--- src/rtl/ula_mc_pkg.sv ---
// Shared definitions for the multi-cycle ALU: opcodes, FSM states, result flags
// and the iteration-counter width helper.
package ula_mc_pkg;

  localparam logic [3:0] OP_ADD  = 4'd0;
  localparam logic [3:0] OP_SUB  = 4'd1;
  localparam logic [3:0] OP_AND  = 4'd2;
  localparam logic [3:0] OP_OR   = 4'd3;
  localparam logic [3:0] OP_XOR  = 4'd4;
  localparam logic [3:0] OP_SLT  = 4'd5;
  localparam logic [3:0] OP_SLTU = 4'd6;
  localparam logic [3:0] OP_SLL  = 4'd7;
  localparam logic [3:0] OP_SRL  = 4'd8;
  localparam logic [3:0] OP_SRA  = 4'd9;
  localparam logic [3:0] OP_MUL  = 4'd10;
  localparam logic [3:0] OP_DIVU = 4'd11;
  localparam logic [3:0] OP_REMU = 4'd12;

  typedef enum logic [1:0] {
    OCIOSO    = 2'd0,
    CALCULA   = 2'd1,
    CONCLUIDO = 2'd2
  } state_t;

  typedef struct packed {
    logic igual;
    logic menor;
    logic maior_igual_u;
    logic overflow;
  } flags_t;

  // Counter only needs to reach BITS-1; it wraps harmlessly on the final step.
  function automatic int iter_cnt_w(input int bits);
    return (bits > 1) ? $clog2(bits) : 1;
  endfunction

endpackage

--- src/rtl/ula_mc_iter.sv ---
// One-bit-per-cycle shift-add multiplier and, when ULA_MC_DIV_EN is defined,
// restoring divider. last_o marks the edge that performs the final step.
module ula_mc_iter
  import ula_mc_pkg::*;
#(
  parameter int BITS = 64
) (
  input  logic            clk,
  input  logic            rst_n,
  input  logic            start_i,
`ifdef ULA_MC_DIV_EN
  input  logic            div_i,
  input  logic            rem_i,
`endif
  input  logic [BITS-1:0] a_i,
  input  logic [BITS-1:0] b_i,
  output logic            last_o,
  output logic [BITS-1:0] result_o
);

  localparam int CW = iter_cnt_w(BITS);

  logic            busy_q, busy_d;
  logic [CW-1:0]   cnt_q, cnt_d;
  logic [BITS-1:0] x_q, x_d;     // multiplier / dividend shifting into quotient
  logic [BITS-1:0] y_q, y_d;     // multiplicand / divisor
  logic [BITS-1:0] acc_q, acc_d; // product / partial remainder
`ifdef ULA_MC_DIV_EN
  logic            div_q, div_d, rem_q, rem_d;
  logic [BITS:0]   rem_sh;
`endif

  always_comb begin
    // NOTE: every combinational output gets a default first so no path infers a latch.
    busy_d = busy_q;
    cnt_d  = cnt_q;
    x_d    = x_q;
    y_d    = y_q;
    acc_d  = acc_q;
    last_o = busy_q && (cnt_q == CW'(BITS - 1));
`ifdef ULA_MC_DIV_EN
    div_d  = div_q;
    rem_d  = rem_q;
    rem_sh = {acc_q, x_q[BITS-1]};
`endif
    if (start_i) begin
      busy_d = 1'b1;
      cnt_d  = '0;
      x_d    = a_i;
      y_d    = b_i;
      acc_d  = '0;
`ifdef ULA_MC_DIV_EN
      div_d  = div_i;
      rem_d  = rem_i;
`endif
    end else if (busy_q) begin
      cnt_d  = cnt_q + CW'(1);
      busy_d = !last_o;
`ifdef ULA_MC_DIV_EN
      if (div_q) begin
        // A zero divisor always "fits", yielding all-ones quotient and the dividend as remainder.
        if (rem_sh >= {1'b0, y_q}) begin
          acc_d = BITS'(rem_sh - {1'b0, y_q});
          x_d   = {x_q[BITS-2:0], 1'b1};
        end else begin
          acc_d = rem_sh[BITS-1:0];
          x_d   = {x_q[BITS-2:0], 1'b0};
        end
      end else
`endif
      begin
        acc_d = acc_q + (x_q[0] ? y_q : '0);
        x_d   = x_q >> 1;
        y_d   = y_q << 1;
      end
    end
`ifdef ULA_MC_DIV_EN
    result_o = (div_q && !rem_q) ? x_d : acc_d;
`else
    result_o = acc_d;
`endif
  end

  // NOTE: sequential state uses non-blocking assignments so all registers update together.
  always_ff @(posedge clk or negedge rst_n) begin
    if (!rst_n) begin
      busy_q <= 1'b0;
      cnt_q  <= '0;
      x_q    <= '0;
      y_q    <= '0;
      acc_q  <= '0;
`ifdef ULA_MC_DIV_EN
      div_q  <= 1'b0;
      rem_q  <= 1'b0;
`endif
    end else begin
      busy_q <= busy_d;
      cnt_q  <= cnt_d;
      x_q    <= x_d;
      y_q    <= y_d;
      acc_q  <= acc_d;
`ifdef ULA_MC_DIV_EN
      div_q  <= div_d;
      rem_q  <= rem_d;
`endif
    end
  end

endmodule

--- src/rtl/ula_mc.sv ---
// Multi-cycle ALU with valid/ready handshake. Single-cycle ops live here; MUL
// (and DIVU/REMU when ULA_MC_DIV_EN is defined) iterate in ula_mc_iter.
module ula_mc
  import ula_mc_pkg::*;
#(
  parameter int BITS = 64,
  parameter int SHW  = $clog2(BITS)
) (
  input  logic            clk,
  input  logic            rst_n,
  input  logic [BITS-1:0] dina,
  input  logic [BITS-1:0] dinb,
  input  logic [BITS-1:0] imm,
  input  logic            alu_src,
  input  logic [3:0]      operacao,
  input  logic            entrada_valida,
  output logic            ocupado,
  output logic            saida_valida,
  input  logic            saida_pronta,
  output logic [BITS-1:0] dout,
  output logic            flag_igual,
  output logic            flag_menor,
  output logic            flag_maior_igual_u,
  output logic            flag_overflow
);

  state_t          state_q, state_d;
  logic [BITS-1:0] a_q, a_d, b_q, b_d, dout_q, dout_d;
  logic [3:0]      op_q, op_d;
  flags_t          flags_q, flags_d;

  logic [BITS-1:0] op_a, op_b, alu_res, sum, diff, iter_res;
  logic [3:0]      op_sel;
  logic [SHW-1:0]  shamt;
  flags_t          alu_flags;
  logic            is_iter, iter_start, iter_last;

  // While idle the ALU sees the live request; afterwards it sees the captured one.
  assign op_a   = (state_q == OCIOSO) ? dina : a_q;
  assign op_b   = (state_q == OCIOSO) ? (alu_src ? imm : dinb) : b_q;
  assign op_sel = (state_q == OCIOSO) ? operacao : op_q;
  assign shamt  = op_b[SHW-1:0];
  assign sum    = op_a + op_b;
  assign diff   = op_a + ~op_b + BITS'(1);

`ifdef ULA_MC_DIV_EN
  assign is_iter = (op_sel == OP_MUL) || (op_sel == OP_DIVU) || (op_sel == OP_REMU);
`else
  assign is_iter = (op_sel == OP_MUL);
`endif

  always_comb begin
    alu_res                 = '0;
    alu_flags               = '0;
    alu_flags.igual         = (op_a == op_b);
    alu_flags.menor         = ($signed(op_a) < $signed(op_b));
    alu_flags.maior_igual_u = (op_a >= op_b);
    case (op_sel)
      OP_ADD: begin
        alu_res            = sum;
        alu_flags.overflow = (op_a[BITS-1] == op_b[BITS-1]) && (sum[BITS-1] != op_a[BITS-1]);
      end
      OP_SUB: begin
        alu_res            = diff;
        alu_flags.overflow = (op_a[BITS-1] != op_b[BITS-1]) && (diff[BITS-1] != op_a[BITS-1]);
      end
      OP_AND:  alu_res = op_a & op_b;
      OP_OR:   alu_res = op_a | op_b;
      OP_XOR:  alu_res = op_a ^ op_b;
      OP_SLT:  alu_res = BITS'($signed(op_a) < $signed(op_b));
      OP_SLTU: alu_res = BITS'(op_a < op_b);
      OP_SLL:  alu_res = op_a << shamt;
      OP_SRL:  alu_res = op_a >> shamt;
      OP_SRA:  alu_res = $signed(op_a) >>> shamt;
      OP_MUL:  alu_res = '0;
`ifdef ULA_MC_DIV_EN
      OP_DIVU, OP_REMU: alu_res = '0;
`endif
      default: alu_flags = '0;
    endcase
  end

  ula_mc_iter #(.BITS(BITS)) u_iter (
    .clk      (clk),
    .rst_n    (rst_n),
    .start_i  (iter_start),
`ifdef ULA_MC_DIV_EN
    .div_i    (op_sel != OP_MUL),
    .rem_i    (op_sel == OP_REMU),
`endif
    .a_i      (op_a),
    .b_i      (op_b),
    .last_o   (iter_last),
    .result_o (iter_res)
  );

  always_comb begin
    state_d    = state_q;
    dout_d     = dout_q;
    flags_d    = flags_q;
    a_d        = a_q;
    b_d        = b_q;
    op_d       = op_q;
    iter_start = 1'b0;
    unique case (state_q)
      OCIOSO: if (entrada_valida) begin
        a_d  = op_a;
        b_d  = op_b;
        op_d = op_sel;
        if (is_iter) begin
          iter_start = 1'b1;
          state_d    = CALCULA;
        end else begin
          dout_d  = alu_res;
          flags_d = alu_flags;
          state_d = CONCLUIDO;
        end
      end
      CALCULA: if (iter_last) begin
        dout_d  = iter_res;
        flags_d = alu_flags;
        state_d = CONCLUIDO;
      end
      CONCLUIDO: if (saida_pronta) state_d = OCIOSO;
      default: state_d = OCIOSO;
    endcase
  end

  always_ff @(posedge clk or negedge rst_n) begin
    // NOTE: captured operands are reset too, so the flag logic never sees X after reset.
    if (!rst_n) begin
      state_q <= OCIOSO;
      dout_q  <= '0;
      flags_q <= '0;
      a_q     <= '0;
      b_q     <= '0;
      op_q    <= '0;
    end else begin
      state_q <= state_d;
      dout_q  <= dout_d;
      flags_q <= flags_d;
      a_q     <= a_d;
      b_q     <= b_d;
      op_q    <= op_d;
    end
  end

  assign ocupado            = (state_q != OCIOSO);
  assign saida_valida       = (state_q == CONCLUIDO);
  assign dout               = dout_q;
  assign flag_igual         = flags_q.igual;
  assign flag_menor         = flags_q.menor;
  assign flag_maior_igual_u = flags_q.maior_igual_u;
  assign flag_overflow      = flags_q.overflow;

endmodule

--- config.mk ---
export PLATFORM = sky130hd
export DESIGN_NAME = ula_mc
export DESIGN_NICKNAME = d
export VERILOG_FILES = /design/src/rtl/ula_mc_pkg.sv /design/src/rtl/ula_mc_iter.sv /design/src/rtl/ula_mc.sv
export SDC_FILE = /design/constraint.sdc
export NUM_CORES = 2
export LEC_CHECK = 0
export BUFFER_PORTS_ARGS = -buffer_cell sky130_fd_sc_hd__buf_4
export CORE_MARGIN = 5
export CORE_UTILIZATION = 40
export DETAILED_ROUTE_END_ITERATION = 16
export PLACE_DENSITY = 0.57
export SYNTH_ARGS = -nofsm -noshare
export SYNTH_HDL_FRONTEND = slang
export SYNTH_SLANG_ARGS = --single-unit
--- constraint.sdc ---
create_clock -name clk -period 14.95 [get_ports clk]
set_input_delay 0.7475 -clock clk [delete_from_list [all_inputs] [get_ports clk]]
set_output_delay 0.7475 -clock clk [all_outputs]
set_load 0.005 [all_outputs]
==> flow_summary_export.csv <==
group,metric,value,unit
setup_path,cp-start-kind,"flip-flop",
setup_path,endpoint_kind,"flip-flop",
sta,maxSlewViolCount,0,
clock_tree,ctsResizeCount,0,
finish,layout_common_cells,"nand2_1, a21oi_1, nor2_1, o21ai_0, dfrtp_1",
grt,grt_pass1_wl,310100,um
sta,period_minus_slack,6.742,ns
clock_tree,cts-buffers-inserted,51,
hold_path,min_path_type,"input port to asynchronous set/reset pin",
setup_path,required,15.47,ns
logic_synthesis,synthCells,5641,
finish,post-route-util,44.58,%
finish,n_fill_cell,10950,
clock_tree,clkSinkCount,401,
sta,finClkSkew,0.03729,ns
sta,fmax,148.3,MHz
logic_synthesis,synth_top_family_by_area,"compound AO/OA/AOI/OAI gates",
clock_tree,cts_setup_buffers,0,
detailed_routing,routed-via-count,46180,
logic_synthesis,ys_seq_area_share,23.84,%
logic_synthesis,synth_xor_area_share,2.456,%
logic_synthesis,syn_nets,6102,
detailed_routing,viasPerCell,6.524,
finish,fin_area,46790,sq um
logic_synthesis,synth_flop_cell,"dfrtp_1",
logic_synthesis,synthAdderAreaFrac,7.783,%
logic_synthesis,avgSynthCellArea,7.461,sq um
die,coreArea,105000,sq um
finish,synthToLayoutAreaGrowth,11.18,%
grt,grt_antenna_before_repair,13,
sta,finalSetupTns,0,ns
die,num_io_pins,271,
finish,fin_nets,6102,
setup_path,r2r-start,"state_q[1]",
finish,drive_gt1_share,11.11,%
place,portBuffers,270,
die,die_w,334.4,um
setup_path,crit_arrival,7.27,ns
logic_synthesis,synth_seq_cells,401,
place,gp_congestion,1.066,
sta,rsz0062_at_grt,"false",
place,dp_hpwl,168400,um
die,chipHeight,334.4,um
logic_synthesis,synth-simple-area-share,19.82,%
grt,grtUsageTotal,37.11,%
detailed_routing,wl_per_cell,30.83,um
flow_run,maxCapViolCount,0,
logic_synthesis,synth-compound-area-share,28.88,%
place,placed_area,44980,sq um
clock_tree,clk_latency,0.67,ns
setup_path,r2r_cells,18,
clock_tree,root_buffer,"clkbuf_16",
die,start_util,40.09,%
setup_path,cp_max_fo,177,
logic_synthesis,synth-edff-count,0,
grt,grt_pass1_vias,43390,
detailed_routing,dr.first_iter.drc_count,5379,
sta,slew_headroom,14.76,%
clock_tree,htreeDepth,2,
detailed_routing,ant_nets,0,
sta,period_share,45.10,%
logic_synthesis,synthArstFlopShare,100.0,%
logic_synthesis,post_synth_num_cell_types,96,
sta,tightest_slew,1.279,ns
setup_path,crit-reg2reg-capture,"dout[49]",
clock_tree,cts_tree,"yes",
die,rows,119,
detailed_routing,drc,0,
detailed_routing,drt_wl_total,218200,um
logic_synthesis,synthMuxAreaShare,10.96,%
clock_tree,holdBufCountCts,0,
status,status,"finished clean",
logic_synthesis,synth_area,42090,sq um
finish,layout_commonest_cell,"nand2_1",
clock_tree,clkSlewWorstSetupHoldPaths,0.06,ns
sta,hold_violations,0,
clock_tree,clockBufferDepth,3,
detailed_routing,drtPass1Iterations,6,
grt,grt_overflow,0,
logic_synthesis,ys_warn_count,0,
setup_path,criticalPathCategory,"flip-flop to flip-flop",
sta,setup_viol,0,
setup_path,r2r_setup_slack,8.21,ns
die,die-area,111800,sq um
grt,grt_max_degree,178,
## critical path, stage by stage (launching register included)
cell and delay (ns):
dfrtp_1 0.36, buf_4 0.22, nor2_8 0.18, clkinv_8 0.52
o21ai_2 0.68, inv_1 0.37, ha_1 0.34, nand2b_1 0.17
a21oi_1 0.28, o21ai_1 0.24, o221a_2 0.33, o41ai_1 1.02
o21ai_0 0.52, or3b_2 0.37, xnor2_1 0.07, a2111oi_0 0.39
a21oi_1 0.15, a221oi_1 0.23, o21ai_1 0.09
## registers in the layout (all words and copies together), names as in the netlist
name	cells
u_iter.acc_q	64
u_iter.busy_q	1
dout	64
flag_menor	1
op_q	4
u_iter.y_q	64
state_q	2
flag_overflow	1
a_q	64
flag_maior_igual_u	1
u_iter.x_q	64
u_iter.cnt_q	6
b_q	64
flag_igual	1
## layer usage
metal / share of wire (%) / up-vias / track usage, % / routed length [um]
met3: 10 / 462 / 9.330 / 22440
met1: 43 / 22720 / 52.53 / 94790
met2: 42 / 2338 / 54.72 / 91420
met4: 4.4 / 12 / 13.52 / 9532
li1: - / 20650 / - / -
met5: 0.031 / - / 0 / 67
## cell families after synthesis
family,Yosys count
muxes,445
xor gates and xnor gates,118
AOI/OAI and AO/OA,1868
DFF,401
adders and majority gates,260
buffers and inverters,644
and+or+nand+nor,1905
## cell usage after synthesis (all sizes together) (10+ instances only)
library cell	instances	area share, %
nand2	767	6.8
a21oi	572	6.9
nor2	534	4.8
o21ai	434	5.2
dfrtp	401	24
mux2i	366	8.7
clkbuf	273	2.4
ha	257	7.6
inv	224	2.0
nor3	224	2.7
buf	146	1.8
o32ai	129	3.0
nand3	110	1.3
xnor2	92	1.9
and2	77	1.1
mux2	75	2.0
a211oi	73	1.3
a21o	69	1.2
a31oi	67	1.0
o221ai	57	1.2
a22o	51	1.1
o21bai	49	0.89
o22ai	44	0.65
o31ai	40	0.73
nand4	39	0.58
o211ai	38	0.68
a221oi	33	0.72
a22oi	27	0.49
and3	26	0.39
xor2	26	0.54
nor4	25	0.39
o21a	24	0.43
nand2b	23	0.34
nor2b	19	0.28
o2111ai	18	0.37
a32oi	15	0.31
or3	14	0.21
a2111oi	12	0.25
a311oi	12	0.25
a221o	11	0.26
nand3b	11	0.20
o311ai	11	0.23
a21boi	10	0.18
or2	10	0.15
## how the worst max path moves through the flow
stage               cells past startpoint  slack [ns]  endpoint  startpoint
floorplan                              21        9.39  dout[62]     alu_src
global placement                       18        8.22  dout[49]     alu_src
detailed placement                     18        8.09  dout[49]     alu_src
CTS                                    18        8.33  dout[49]  state_q[1]
global route                           18        8.01  dout[49]  state_q[1]
finish                                 18        8.21  dout[49]  state_q[1]
## area by class of cell
| class | count | area (sq um) | share of cell area, % |
|---|---|---|---|
| multi-input combinational | 4596 | 29590 | 63.24 |
| timing repair buffer | 366 | 2755 | 5.888 |
| inverter | 225 | 859.6 | 1.837 |
| clock buffer | 68 | 1460 | 3.121 |
| clock inverter | 25 | 331.6 | 0.7086 |
| antenna | 6 | 15.01 | 0.03209 |
| tap | 1391 | 1740 | 3.720 |
| sequential | 401 | 10040 | 21.46 |
## per-stage QoR
stage	worst slack, ns	std cells	hold WS, ns
final	8.208	7078	0.1321
after global routing	8.006	7073	0.1764
after CTS	8.329	7072	0.1309
after detailed placement	8.085	6979	0.4698
after global placement	8.223	6979	0.4619
after floorplan	9.394	5641	0.4436
Power is left out: the tool's default activity adds up to more than one toggle a clock period on the data nets, which glitch-free logic cannot reach.
